[config.mk]
export PLATFORM = sky130hd
export DESIGN_NAME = game_state_fsm
export DESIGN_NICKNAME = d
export VERILOG_FILES = /design/src/rtl/game_state_fsm.sv
export SDC_FILE = /design/constraint.sdc
export NUM_CORES = 1
export LEC_CHECK = 0
export ABC_AREA = 1
export CORE_ASPECT_RATIO = 1.75
export CORE_UTILIZATION = 54
export CTS_CLUSTER_SIZE = 12
export DETAILED_ROUTE_END_ITERATION = 7
export PLACE_DENSITY = 0.85
export SKIP_LAST_GASP = 1
export SLEW_MARGIN = 10
export SYNTH_ARGS = -nofsm -noshare
export SYNTH_HDL_FRONTEND = slang
export SYNTH_SLANG_ARGS = --single-unit
export TNS_END_PERCENT = 30
[constraint.sdc]
create_clock -name clk -period 2.47 [get_ports clk]
set_clock_uncertainty 0.2 [all_clocks]
set_input_delay 0.741 -clock clk [delete_from_list [all_inputs] [get_ports clk]]
set_output_delay 0.741 -clock clk [all_outputs]
set_load 0.02 [all_outputs]
[src/rtl/game_state_fsm.sv]
// game_state_fsm: Battle City game-flow controller with round scoring and screen selection
module game_state_fsm #(
  parameter int WINS_TO_MATCH      = 3,
  parameter int ROUND_PAUSE_FRAMES = 60,
  parameter int WIN_SCREEN_FRAMES  = 300,
  parameter int SCORE_W            = 4
) (
  input  logic               clk,
  input  logic               reset,
  input  logic               startOfFrame,
  input  logic               startKey,
  input  logic               greenHit,
  input  logic               yellowHit,
  output logic               initial_screen,
  output logic               green_screen,
  output logic               yellow_screen,
  output logic               game_active,
  output logic               round_restart,
  output logic [SCORE_W-1:0] green_score,
  output logic [SCORE_W-1:0] yellow_score
);
  localparam int FW = $clog2((ROUND_PAUSE_FRAMES > WIN_SCREEN_FRAMES ?
                              ROUND_PAUSE_FRAMES : WIN_SCREEN_FRAMES) + 1);
  localparam logic [2:0] INIT       = 3'd0;
  localparam logic [2:0] PLAY       = 3'd1;
  localparam logic [2:0] ROUND_END  = 3'd2;
  localparam logic [2:0] GREEN_WIN  = 3'd3;
  localparam logic [2:0] YELLOW_WIN = 3'd4;

  logic [2:0]         r_state;
  logic               r_key_d;
  logic [FW-1:0]      r_cnt;
  logic [2:0]         w_next;
  logic               w_key_edge;
  logic [FW-1:0]      w_cnt_nx;
  logic [SCORE_W-1:0] w_g_nx;
  logic [SCORE_W-1:0] w_y_nx;

  // next-state decode; a draw (both hits) scores nothing and can never end the match
  always_comb begin
    w_key_edge = startKey & ~r_key_d;
    w_cnt_nx   = r_cnt + FW'(startOfFrame);
    w_g_nx     = green_score + SCORE_W'(yellowHit & ~greenHit);
    w_y_nx     = yellow_score + SCORE_W'(greenHit & ~yellowHit);
    w_next     = r_state;
    case (r_state)
      INIT:       w_next = w_key_edge ? PLAY : INIT;
      PLAY:       w_next = !(greenHit | yellowHit) ? PLAY :
                           (w_g_nx == SCORE_W'(WINS_TO_MATCH)) ? GREEN_WIN :
                           (w_y_nx == SCORE_W'(WINS_TO_MATCH)) ? YELLOW_WIN : ROUND_END;
      ROUND_END:  w_next = (w_cnt_nx == FW'(ROUND_PAUSE_FRAMES)) ? PLAY : ROUND_END;
      GREEN_WIN,
      YELLOW_WIN: w_next = (w_key_edge || w_cnt_nx == FW'(WIN_SCREEN_FRAMES)) ? INIT : r_state;
      default:    w_next = INIT;
    endcase
  end

  // state, key history and frame counter; counter restarts on every state entry
  always_ff @(posedge clk or posedge reset) begin
    if (reset) begin
      r_state <= INIT;
      r_key_d <= 1'b1;
      r_cnt   <= '0;
    end else begin
      r_state <= w_next;
      r_key_d <= startKey;
      r_cnt   <= (w_next != r_state || r_state == INIT || r_state == PLAY) ? '0 : w_cnt_nx;
    end
  end

  // registered outputs decoded from the next state so they align with the state change
  always_ff @(posedge clk or posedge reset) begin
    if (reset) begin
      initial_screen <= 1'b1;
      green_screen   <= 1'b0;
      yellow_screen  <= 1'b0;
      game_active    <= 1'b0;
      round_restart  <= 1'b0;
    end else begin
      initial_screen <= w_next == INIT;
      green_screen   <= w_next == GREEN_WIN;
      yellow_screen  <= w_next == YELLOW_WIN;
      game_active    <= w_next == PLAY;
      round_restart  <= w_next == PLAY && r_state != PLAY;
    end
  end

  // scores clear at match start, change only in PLAY, and are held for the winner screen
  always_ff @(posedge clk or posedge reset) begin
    if (reset) begin
      green_score  <= '0;
      yellow_score <= '0;
    end else if (r_state == INIT && w_next == PLAY) begin
      green_score  <= '0;
      yellow_score <= '0;
    end else if (r_state == PLAY) begin
      green_score  <= w_g_nx;
      yellow_score <= w_y_nx;
    end
  end
endmodule

Word-level counts from Yosys, hierarchy flattened
Index checks and enable logic that the tools add are counted.
{"block": "totals", "latchBits": 0, "rom_bits": 0, "ramBits": 0, "out_inout_bits": 13, "ff_bits": 26, "inputBits": 6, "word_cells": 54, "memories": 0}
{"block": "op_classes", "bitwise": 7, "n_reduce_logical": 9, "mux": 12, "n_mul": 0, "eq_ne": 13, "n_shift": 0, "n_addsub": 3, "order_cmp": 0, "div": 0}
{"op": "$mux 4", "n": 4}
{"op": "$mux 3", "n": 4}
{"op": "$pmux 3 s4", "n": 1}
{"op": "$add 9x1->9", "n": 1}
{"op": "$eq 3x2->1 const B", "n": 3}
{"op": "$eq 9x6->1 const B", "n": 1}
{"op": "$eq 9x9->1 const B", "n": 1}
{"op": "$mux 9", "n": 1}
{"op": "$add 4x4->4", "n": 2}
{"op": "$and 1x4->4", "n": 2}
{"op": "$eq 4x2->1 const B", "n": 2}
{"op": "$not 1->4", "n": 2}
{"op": "$eq 3x1->1 const B", "n": 2}
{"op": "$eq 3x3->1 const B", "n": 2}
{"op": "$logic_not 3->1", "n": 2}
{"op": "$logic_or 1x1->1", "n": 3}
{"op": "$ne 3x1->1 const B", "n": 1}
{"op": "$ne 3x3->1", "n": 1}
{"op": "$logic_and 1x1->1", "n": 2}
{"op": "$mux 2", "n": 1}
{"op": "$reduce_bool 2->1", "n": 1}
{"op": "$reduce_or 2->1", "n": 1}
{"op": "$and 1x1->1", "n": 1}
{"op": "$mux 1", "n": 1}
{"op": "other kinds (2)", "n": 2}

Depth between registers and ports, before layout
Gate-level depths: netlist of the first run.
{"block": "logic_depth", "ltp_word": 12, "mapped_depth": 17, "mapped_depth_nobuf": 17}

Worst setup path before layout of the first run
No wires, ideal clock.
{"block": "synth_timing", "path_type": "input to register", "from": "input port yellowHit", "to": "register r_cnt[0]", "cell_stages": 15, "setup_time_ps": 70, "n_path_buf": 0, "slack_ps": -122, "arrival_ps": 2322, "required_ps": 2200, "cell_sequence": "inv_1 -> nor2_1 -> ha_1 -> ha_1 -> xor2_1 -> nor2_1 -> nand2_1 -> nand2_1 -> a21oi_1 -> nand3_4 -> nand2_2 -> nand2_2 -> nor2_4 -> nand2_4 -> nor2_2"}
{"block": "synth_between", "elab_cells_between_ends": 16, "classes_between": "2 x add/sub; 3 x eq/ne; 5 x mux; 4 x bitwise; 2 x reduce/logical"}
{"element": "from (decl)", "line_no": "13", "rtl": "input logic yellowHit,"}
{"element": "$and 1x4->4", "line_no": "43", "rtl": "w_g_nx = green_score + SCORE_W'(yellowHit & ~greenHit);"}
{"element": "$add 4x4->4", "line_no": "43"}
{"element": "$eq 4x2->1", "line_no": "49", "rtl": "(w_g_nx == SCORE_W'(WINS_TO_MATCH)) ? GREEN_WIN :"}
{"element": "$mux 3", "line_no": "49"}
{"element": "$mux 3 *", "line_no": "48", "rtl": "PLAY: w_next = !(greenHit | yellowHit) ? PLAY :"}
{"element": "$pmux 3 s4 *", "line_no": "46", "rtl": "case (r_state)"}
{"element": "named net w_next[0]", "line_no": "33", "rtl": "logic [2:0] w_next;"}
{"element": "$ne 3x3->1 *", "line_no": "67", "rtl": "r_cnt <= (w_next != r_state || r_state == INIT || r_state == PLAY) ? '0 : w_cnt_nx;"}
{"element": "$logic_or 1x1->1 * (2 in a row)", "line_no": "67"}
{"element": "$mux 9 *", "line_no": "67"}
{"element": "to (signal assigned)", "line_no": "67"}
{"element": "to (decl)", "line_no": "32", "rtl": "logic [FW-1:0] r_cnt;"}
The timed path passes the listed nets; every way through them passes the cells marked *.
A chain may end at the register's enable or synchronous reset.

Final worst setup path of the first run
{"block": "layout_timing", "from": "register r_state[2]", "to": "register r_cnt[6]"}
{"block": "layout_between", "elab_chain_cells": 7, "elab_cells_between_ends": 12, "classes_between": "5 x eq/ne; 3 x mux; 4 x reduce/logical"}
{"element": "from (decl)", "line_no": "30", "rtl": "logic [2:0] r_state;"}
{"element": "from (signal assigned)", "line_no": "65", "rtl": "r_state <= w_next;"}
{"element": "$eq 3x2->1 or $eq 3x3->1 (tied branches)", "line_no": "46"}
{"element": "$reduce_or 2->1", "line_no": "46"}
{"element": "$pmux 3 s4", "line_no": "46"}
{"element": "$ne 3x3->1", "line_no": "67"}
{"element": "$logic_or 1x1->1", "line_no": "67"}
{"element": "$logic_or 1x1->1 *", "line_no": "67"}
{"element": "$mux 9 *", "line_no": "67"}
Every way passes the cells marked *; elsewhere a longest branch is shown, timed or not.

==> impl_metrics.py, run 1 <==
metrics = {
    "timing": {
        "setup_ws_ns": -0.121,
        "max_freq_mhz": 386,
        "hold_slack_ns": 0.410,
        "slew_headroom": 0.478,
        "hold_violations": 0,
        "setup_violations": 19,
        "rsz0062_at_grt": "true",
        "finalCriticalPeriod_ns": 2.59,
        "maxSlewViolCount": 0,
        "tightest_slew_ns": 0.780,
        "period_share": 1.05,
    },
    "floorplan": {
        "die_y_um": 72.3,
        "io_pins": 19,
        "rows": 25,
        "die_w_um": 42.2,
        "start_util": 0.567,
        "core_area_um2": 2690,
        "die_area_um2": 3050,
    },
    "routing": {
        "drc_errors": 0,
        "route.vias.total": 1678,
        "final_antenna_net_count": 0,
        "dr.pass1.iters": 4,
        "viasPerCell": 5.81,
        "wl_per_cell_um": 18.6,
        "wirelength_mm": 5.37,
        "drt_iter0_markers": 79,
    },
    "run": {
        "drv_cap": 0,
    },
    "hold_path": {
        "min_path_type": "reg -> reg",
    },
    "logic_synthesis": {
        "syn_inst": 200,
        "seq_area_frac_synth": 0.428,
        "netlist_area_um2": 1530,
        "syn_nets": 212,
        "yosys_warnings": 0,
        "synth_seq_cells": 26,
        "yosys.cell_types.count": 26,
        "avgSynthCellArea_um2": 7.63,
    },
    "critical_path": {
        "worst-path-max-fanout": 8,
        "cp.required_ns": 2.48,
        "path_class": "reg -> reg",
        "crit_arrival_ns": 2.60,
        "crit_path_end_kind": "flop",
        "start_kind": "flop",
    },
    "final_layout": {
        "final_common_cell": "nand2_1",
        "syn2layout_area_growth_pct": 55.6,
        "n_fill_cell": 123,
        "diodes": 0,
        "layout_common_cells": "51 x nand2_1, 41 x buf_4, 24 x inv_1, 24 x dfrtp_1",
        "drive_gt1_frac": 0.427,
        "fin_cells": 289,
        "nets": 275,
    },
    "global_routing": {
        "grt_pass1_vias": 1750,
        "antenna_found_initial": 0,
        "grtUsageTotal": 0.350,
        "grt_max_degree": 27,
        "grt_first_pass_wirelength_mm": 7.90,
        "grt_overflow": 0,
    },
    "clock_tree": {
        "ctsLongestPathBuffers": 2,
        "postCtsHoldBufs": 0,
        "clk_pin_slew_ns": 0.09,
        "cts_tree": "built",
        "cts_root_buf": "clkbuf_8",
        "cts_buffers": 3,
        "clk-insertion-delay-late_ns": 0.28,
        "clock-sinks": 26,
        "ctsHtreeMaxLevel": 1,
    },
    "power_and_ir_drop": {
        "powerDensity_nw_per_um2": 837,
        "ir_drop_mv": 0.807,
        "p_leak_uw": 0.00113,
    },
    "placed_design": {
        "hpwlAfterDp_mm": 2.87,
        "port-buffer-count": 18,
        "dp.cells": 268,
        "routabilityCongestion": 0.888,
    },
    "run_status": {
        "violations": "negative setup slack",
        "status": "finished, violations left",
    },
}
-- routing by layer --
layer | part of all wire | vias up | GRT usage
li1 | - | 749 | -
met1 | 0.34 | 810 | 0.343
met2 | 0.55 | 81 | 0.653
met3 | 0.038 | 38 | 0.0249
met4 | 0.072 | 0 | 0.267
met5 | 0 | - | 0
-- power by group --
group / leakage, uW / switching [uW] / internal [uW]
registers: 0.000350 / 92.6 / 523
clock network: 0.0000288 / 141 / 143
logic: 0.000749 / 643 / 445
-- worst max-delay path, stage by stage (launching register included) --
cell and delay, ns:
dfrtp_1 0.49, nor2_1 0.24, inv_1 0.11, nor2_1 0.61
nand4_1 0.22, nand3_1 0.17, nand2_2 0.08, nor2_4 0.17
nand2_4 0.11, nor2_2 0.13
-- sequential cells by signal, indices dropped and copies added, names as in the netlist --
register,flops
green_score,4
yellow_score,4
r_state,3
r_key_d,1
yellow_screen,1
green_screen,1
game_active,1
r_cnt,9
initial_screen,1
round_restart,1
-- final timing paths --
kind | depth (start not counted) | from | slack [ns] | end
setup / recovery | 9 | r_state[2] | -0.12 | r_cnt[6]
hold / removal | 2 | green_score[3] | 0.41 | green_score[3]
setup reg to reg | 9 | r_state[2] | -0.12 | r_cnt[6]
hold reg to reg | 2 | green_score[3] | 0.41 | green_score[3]
max in group asynchronous | 3 | reset | 1.12 | initial_screen
min in group asynchronous | 3 | reset | 0.65 | r_state[1]
-- stage by stage --
stage | power [uW] | TNS [ns] | cell area, um^2 | utilization | setup slack, ns
detailed placement | 1470 | -14.19 | 1990 | 0.740 | -0.938
floorplan | 1100 | -0.00819 | 1600 | - | -0.00819
global route | 2060 | -2.17 | 2370 | 0.882 | -0.170
global placement | 1430 | -10.88 | 1990 | 0.740 | -0.737
finish | 1990 | -1.25 | 2370 | 0.882 | -0.121
CTS | 1860 | -0.00734 | 2290 | 0.852 | -0.00734
-- synthesized netlist by cell type, drive strengths merged --
cell / instances / area (um^2)
dfrtp: 24 / 601
nor2: 30 / 155
clkinv: 1 / 3.75
ha: 6 / 75.1
xnor2: 2 / 17.5
nand3: 23 / 138
inv: 29 / 109
o31ai: 1 / 7.51
dfstp: 2 / 52.6
clkbuf: 1 / 3.75
nand2: 62 / 250
nand4: 4 / 25.0
a21oi: 3 / 15.0
o21ai: 4 / 20.0
a31oi: 1 / 6.26
xor2: 3 / 26.3
nor3: 3 / 15.0
buf: 1 / 5.00
-- layout make-up --
type                            instances  area [um^2]  area share
Clock buffer                            4         55.1      0.0232
Timing Repair Buffer                   59          485       0.205
Multi-Input combinational cell        143         1030       0.432
Sequential cell                        26          653       0.275
Inverter                               30          120      0.0506
Tap cell                               27         33.8      0.0142
-- timing repair --
action | 4_1_cts | 5_1_grt
cloned | 1 | 0
pin swaps | 29 | 9
resized for setup | 46 | 13
setup buffers | 15 | 1
setup endpoints to repair | 17 | 17
-- cell families (layout without fill, tap and decap cells) --
kind of cell               after synthesis  count (layout)  synth area share
AOI/OAI and AO/OA                        9               9            0.0320
xor gates and xnor gates                 5               5            0.0287
adders and majority gates                6               6            0.0492
buffers and inverters                   32              93            0.0796
DFF                                     26              26             0.428
and+or+nand+nor                        122             123             0.382
No activity file was read; power rests on OpenSTA's default activity.
==> inputs of run 2 (changes only) <==
--- a/config.mk
+++ b/config.mk
@@ -8,10 +8,10 @@
 export ABC_AREA = 1
 export CORE_ASPECT_RATIO = 1.75
 export CORE_UTILIZATION = 54
+export CTS_CLUSTER_DIAMETER = 50
 export CTS_CLUSTER_SIZE = 12
 export DETAILED_ROUTE_END_ITERATION = 7
 export PLACE_DENSITY = 0.85
-export SKIP_LAST_GASP = 1
 export SLEW_MARGIN = 10
 export SYNTH_ARGS = -nofsm -noshare
 export SYNTH_HDL_FRONTEND = slang
==> impl_metrics.py, run 2 (same netlist as run 1, synthesis figures left out) <==
metrics = {
    "critical_path": {
        "crit_path_end_kind": "flop",
        "path_class": "in -> reg",
        "start_kind": "primary input",
        "worst-path-max-fanout": 5,
        "crit_arrival_ns": 2.69,
        "cp.required_ns": 2.48,
        "worstPathCellList": "buf_4 -> inv_2 -> nor2_2 -> ha_2 -> ha_4 -> xnor2_4 -> nand3_2 -> nor2_2 -> nand4_1 -> nand3_1 -> nand2_2 -> nor2_4 -> nand2_4 -> nor2_2",
        "crit_slowest_cell": "xnor2_4",
        "critPathMaxStageDelay_ns": 0.21,
        "cpMostUsedCell": "nor2_2",
    },
    "routing": {
        "drc_errors": 0,
        "viasPerCell": 5.88,
        "dr.pass1.iters": 7,
        "drt_iter0_markers": 102,
        "wl_per_cell_um": 19.9,
        "wirelength_mm": 5.76,
        "final_antenna_net_count": 0,
        "route.vias.total": 1698,
    },
    "final_layout": {
        "nets": 275,
        "layout_common_cells": "50 x nand2_1, 41 x buf_4, 24 x inv_1, 24 x dfrtp_1, 16 x nor2_2",
        "syn2layout_area_growth_pct": 56.7,
        "drive_gt1_frac": 0.439,
        "reg_top3": "r_cnt x9, green_score x4, yellow_score x4",
        "diodes": 0,
        "regMostFlops": "r_cnt",
        "final_common_cell": "nand2_1",
        "largest_register_ffs": 9,
    },
    "floorplan": {
        "core_area_um2": 2690,
        "rows": 25,
        "io_pins": 19,
        "start_util": 0.567,
        "die_y_um": 72.3,
        "die_w_um": 42.2,
        "die_area_um2": 3050,
    },
    "global_routing": {
        "grt_first_pass_wirelength_mm": 7.90,
        "antenna_found_initial": 0,
        "grt_overflow": 0,
        "grtUsageTotal": 0.350,
        "grt_pass1_vias": 1750,
        "grt_max_degree": 27,
    },
    "clock_tree": {
        "clk-insertion-delay-late_ns": 0.28,
        "ctsLongestPathBuffers": 2,
        "cts_tree": "built",
        "postCtsHoldBufs": 0,
        "ctsHtreeMaxLevel": 1,
        "clk_pin_slew_ns": 0.09,
        "cts_root_buf": "clkbuf_8",
        "cts_buffers": 3,
        "clock-sinks": 26,
    },
    "timing": {
        "hold_violations": 0,
        "tightest_slew_ns": 0.483,
        "setup_violations": 10,
        "setup_ws_ns": -0.213,
        "maxSlewViolCount": 0,
        "finalCriticalPeriod_ns": 2.68,
        "setup_tns_ns": -1.62,
        "slew_headroom": 0.678,
        "rsz0062_at_grt": "true",
        "period_share": 1.09,
        "hold_slack_ns": 0.425,
        "max_freq_mhz": 373,
    },
    "placed_design": {
        "hpwlAfterDp_mm": 2.87,
        "routabilityCongestion": 0.888,
        "port-buffer-count": 18,
    },
    "run_status": {
        "violations": "negative setup slack",
        "status": "finished, violations left",
    },
    "power_and_ir_drop": {
        "ir_drop_mv": 0.742,
        "powerDensity_nw_per_um2": 841,
        "p_leak_uw": 0.00113,
    },
    "hold_path": {
        "min_path_type": "reg -> reg",
    },
    "run": {
        "drv_cap": 0,
    },
}
run 2: critical path: cells and delay by family:
kind          cells  cell delay, ns
xor+xnor          1            0.21
fa+ha+maj         2            0.37
buf+inv           2            0.20
simple gates      9            1.16
run 2: layer usage:
layer,global-route usage,share of wire,vias up
met5,0,0,-
met4,0.267,0.058,0
met3,0.0249,0.045,36
met2,0.653,0.58,75
met1,0.343,0.31,834
li1,-,-,753
run 2: worst paths after layout:
kind | cells past startpoint | startpoint | slack [ns] | endpoint
min in group asynchronous | 3 | reset | 0.63 | yellow_score[3]
hold reg to reg | 2 | yellow_score[0] | 0.42 | yellow_score[0]
max in group asynchronous | 3 | reset | 1.13 | initial_screen
setup reg to reg | 15 | r_cnt[0] | -0.07 | r_cnt[6]
hold / removal | 2 | yellow_score[0] | 0.42 | yellow_score[0]
setup / recovery | 14 | greenHit | -0.21 | r_cnt[6]
run 2: area by class of cell:
type | instances | area (um^2)
fill | 125 | 300
tap | 27 | 33.8
multi-input combinational | 143 | 1040
inverter | 30 | 120
sequential | 26 | 653
timing repair buffer | 59 | 492
clock buffer | 4 | 55.1
run 2: report_power, final:
| part | total, uW | switching [uW] | leakage, uW | internal (uW) |
|---|---|---|---|---|
| sequential | 619 | 95.7 | 0.000350 | 524 |
| clock | 281 | 138 | 0.0000288 | 143 |
| combinational | 1110 | 651 | 0.000749 | 460 |
| total | 2010 | 884 | 0.00113 | 1130 |
run 2: repair_timing:
| action | 4_1_cts | 5_1_grt |
|---|---|---|
| setup endpoints to repair | 17 | 17 |
| gates cloned | 1 | 0 |
| setup buffers | 15 | 1 |
| pin swaps | 29 | 11 |
| endpoints found under the hold margin | 0 | 0 |
| resized for setup | 46 | 18 |
run 2: through the flow:
| step | setup WS (ns) | cells | total power, uW | cell area [um^2] | utilization |
|---|---|---|---|---|---|
| 5_1_grt | -0.279 | 289 | 2080 | 2390 | 0.888 |
| 6_report | -0.213 | 289 | 2010 | 2390 | 0.888 |
| 3_5_place_dp | -0.938 | 268 | 1470 | 1990 | 0.740 |
| 3_3_place_gp | -0.737 | 268 | 1430 | 1990 | 0.740 |
| 4_1_cts | -0.00734 | 288 | 1860 | 2290 | 0.852 |
| 2_1_floorplan | -0.00819 | 200 | 1100 | 1600 | - |
==> inputs of run 3 (changes only) <==
--- a/config.mk
+++ b/config.mk
@@ -12,6 +12,7 @@
 export CTS_CLUSTER_SIZE = 12
 export DETAILED_ROUTE_END_ITERATION = 7
 export PLACE_DENSITY = 0.85
+export SKIP_CTS_REPAIR_TIMING = 1
 export SLEW_MARGIN = 10
 export SYNTH_ARGS = -nofsm -noshare
 export SYNTH_HDL_FRONTEND = slang
==> impl_metrics.py, run 3 (same netlist as run 1, synthesis figures left out) <==
metrics = {
    "run_status": {
        "status": "finished, violations left",
        "violations": "negative setup slack",
    },
    "final_layout": {
        "diodes": 0,
        "regMostFlops": "r_cnt",
        "final_common_cell": "nand2_1",
        "reg_top3": "r_cnt x9, green_score x4, yellow_score x4",
        "syn2layout_area_growth_pct": 45.1,
        "nets": 263,
        "n_fill_cell": 165,
        "layout_common_cells": "53 x nand2_1, 28 x buf_4, 25 x inv_1",
        "largest_register_ffs": 9,
        "final_util": 0.823,
        "drive_gt1_frac": 0.376,
    },
    "floorplan": {
        "core_area_um2": 2690,
        "start_util": 0.567,
        "die_w_um": 42.2,
        "rows": 25,
        "io_pins": 19,
        "die_area_um2": 3050,
        "die_y_um": 72.3,
    },
    "placed_design": {
        "place_worst_setup_slack_ns": -0.938,
        "hpwlAfterDp_mm": 2.87,
        "port-buffer-count": 18,
        "routabilityCongestion": 0.888,
    },
    "clock_tree": {
        "cts_buffers": 3,
        "clk-insertion-delay-late_ns": 0.28,
        "clk_pin_slew_ns": 0.08,
        "cts_tree": "built",
        "ctsHtreeMaxLevel": 1,
        "clock-sinks": 26,
        "ctsLongestPathBuffers": 2,
        "cts_root_buf": "clkbuf_8",
    },
    "routing": {
        "drt_iter0_markers": 32,
        "wirelength_mm": 4.43,
        "dr.pass1.iters": 4,
        "wl_per_cell_um": 16.0,
        "final_antenna_net_count": 0,
        "viasPerCell": 5.52,
        "drc_errors": 0,
        "route.vias.total": 1528,
    },
    "run": {
        "drv_cap": 0,
    },
    "timing": {
        "maxSlewViolCount": 0,
        "tightest_slew_ns": 0.695,
        "rsz0062_at_grt": "true",
        "finalCriticalPeriod_ns": 2.61,
        "setup_ws_ns": -0.142,
        "period_share": 1.06,
        "slew_headroom": 0.535,
        "max_freq_mhz": 383,
        "setup_violations": 10,
        "hold_violations": 0,
    },
    "global_routing": {
        "grt_overflow": 0,
        "grtUsageTotal": 0.258,
        "grt_max_degree": 27,
        "antenna_found_initial": 0,
        "grt_first_pass_wirelength_mm": 5.93,
        "grt_pass1_vias": 1466,
    },
    "critical_path": {
        "start_kind": "primary input",
        "cp.required_ns": 2.49,
        "path_class": "in -> reg",
        "crit_path_end_kind": "flop",
        "worst-path-max-fanout": 5,
        "crit_arrival_ns": 2.63,
    },
    "power_and_ir_drop": {
        "intPower_uw": 1110,
        "powerDensity_nw_per_um2": 870,
        "p_sw_uw": 819,
        "p_seq_frac": 0.316,
        "clkPwrFrac": 0.145,
        "p_leak_uw": 0.00107,
        "sw_frac_of_total": 0.425,
        "p_comb_frac": 0.538,
        "ir_drop_mv": 0.760,
        "power_uw": 1930,
    },
    "hold_path": {
        "min_path_type": "reg -> reg",
    },
}
run 3: cell types whose count changed in the layout (fill, tap and decap cells not counted), moves of 3 or more:
cell     delta
nor2_1      +3
nand2_1     +3
nand2_2     -4
buf_4      -13
run 3: power groups by stage:
stage / logic [uW] / registers (uW) / clock network, uW
finish: 1040 / 609 / 280
global route: 1110 / 613 / 300
CTS: 873 / 601 / 275
detailed placement: 860 / 609 / 0
global placement: 825 / 605 / 0
floorplan: 425 / 676 / 0
run 3: final timing paths:
path / from / to / slack [ns] / cells after the start
setup reg to reg: r_cnt[0] / r_cnt[8] / 0.03 / 15
setup / recovery: greenHit / r_cnt[8] / -0.14 / 14
min in group asynchronous: reset / r_cnt[1] / 0.65 / 3
max in group asynchronous: reset / initial_screen / 1.12 / 3
hold reg to reg: green_score[3] / green_score[3] / 0.39 / 2
hold / removal: green_score[3] / green_score[3] / 0.39 / 2
run 3: cell type report:
class,count,area (um^2),area share
sequential,26,653,0.295
tap,27,33.8,0.0153
timing repair buffer,47,393,0.178
clock buffer,4,55.1,0.0249
multi-input combinational,143,958,0.433
inverter,30,120,0.0543
run 3: routing by layer:
layer / up-vias / share of wire / GRT usage
met5: - / 0 / 0
met4: 0 / 0.056 / 0.132
met3: 25 / 0.037 / 0.0174
met2: 48 / 0.57 / 0.537
met1: 729 / 0.33 / 0.230
li1: 726 / - / -
run 3: per-stage QoR:
stage	cells	cell area [um^2]	hold WS, ns	TNS, ns
3_5_place_dp	268	1990	0.358	-14.19
5_1_grt	277	2210	0.423	-1.82
4_1_cts	272	2050	0.382	-9.16
2_1_floorplan	200	1600	0.371	-0.00819
3_3_place_gp	268	1990	0.340	-10.88
6_report	277	2210	0.391	-0.923
run 3: worst max-delay path, stage by stage:
cell,delay [ns]
clkbuf_2,0.13
inv_1,0.07
nor2_2,0.11
ha_2,0.19
ha_2,0.20
xnor2_2,0.13
nand3_1,0.11
nor2_1,0.16
nand4_1,0.16
nand3_1,0.15
nand2_1,0.10
nor2_4,0.16
nand2_4,0.11
nor2_2,0.12
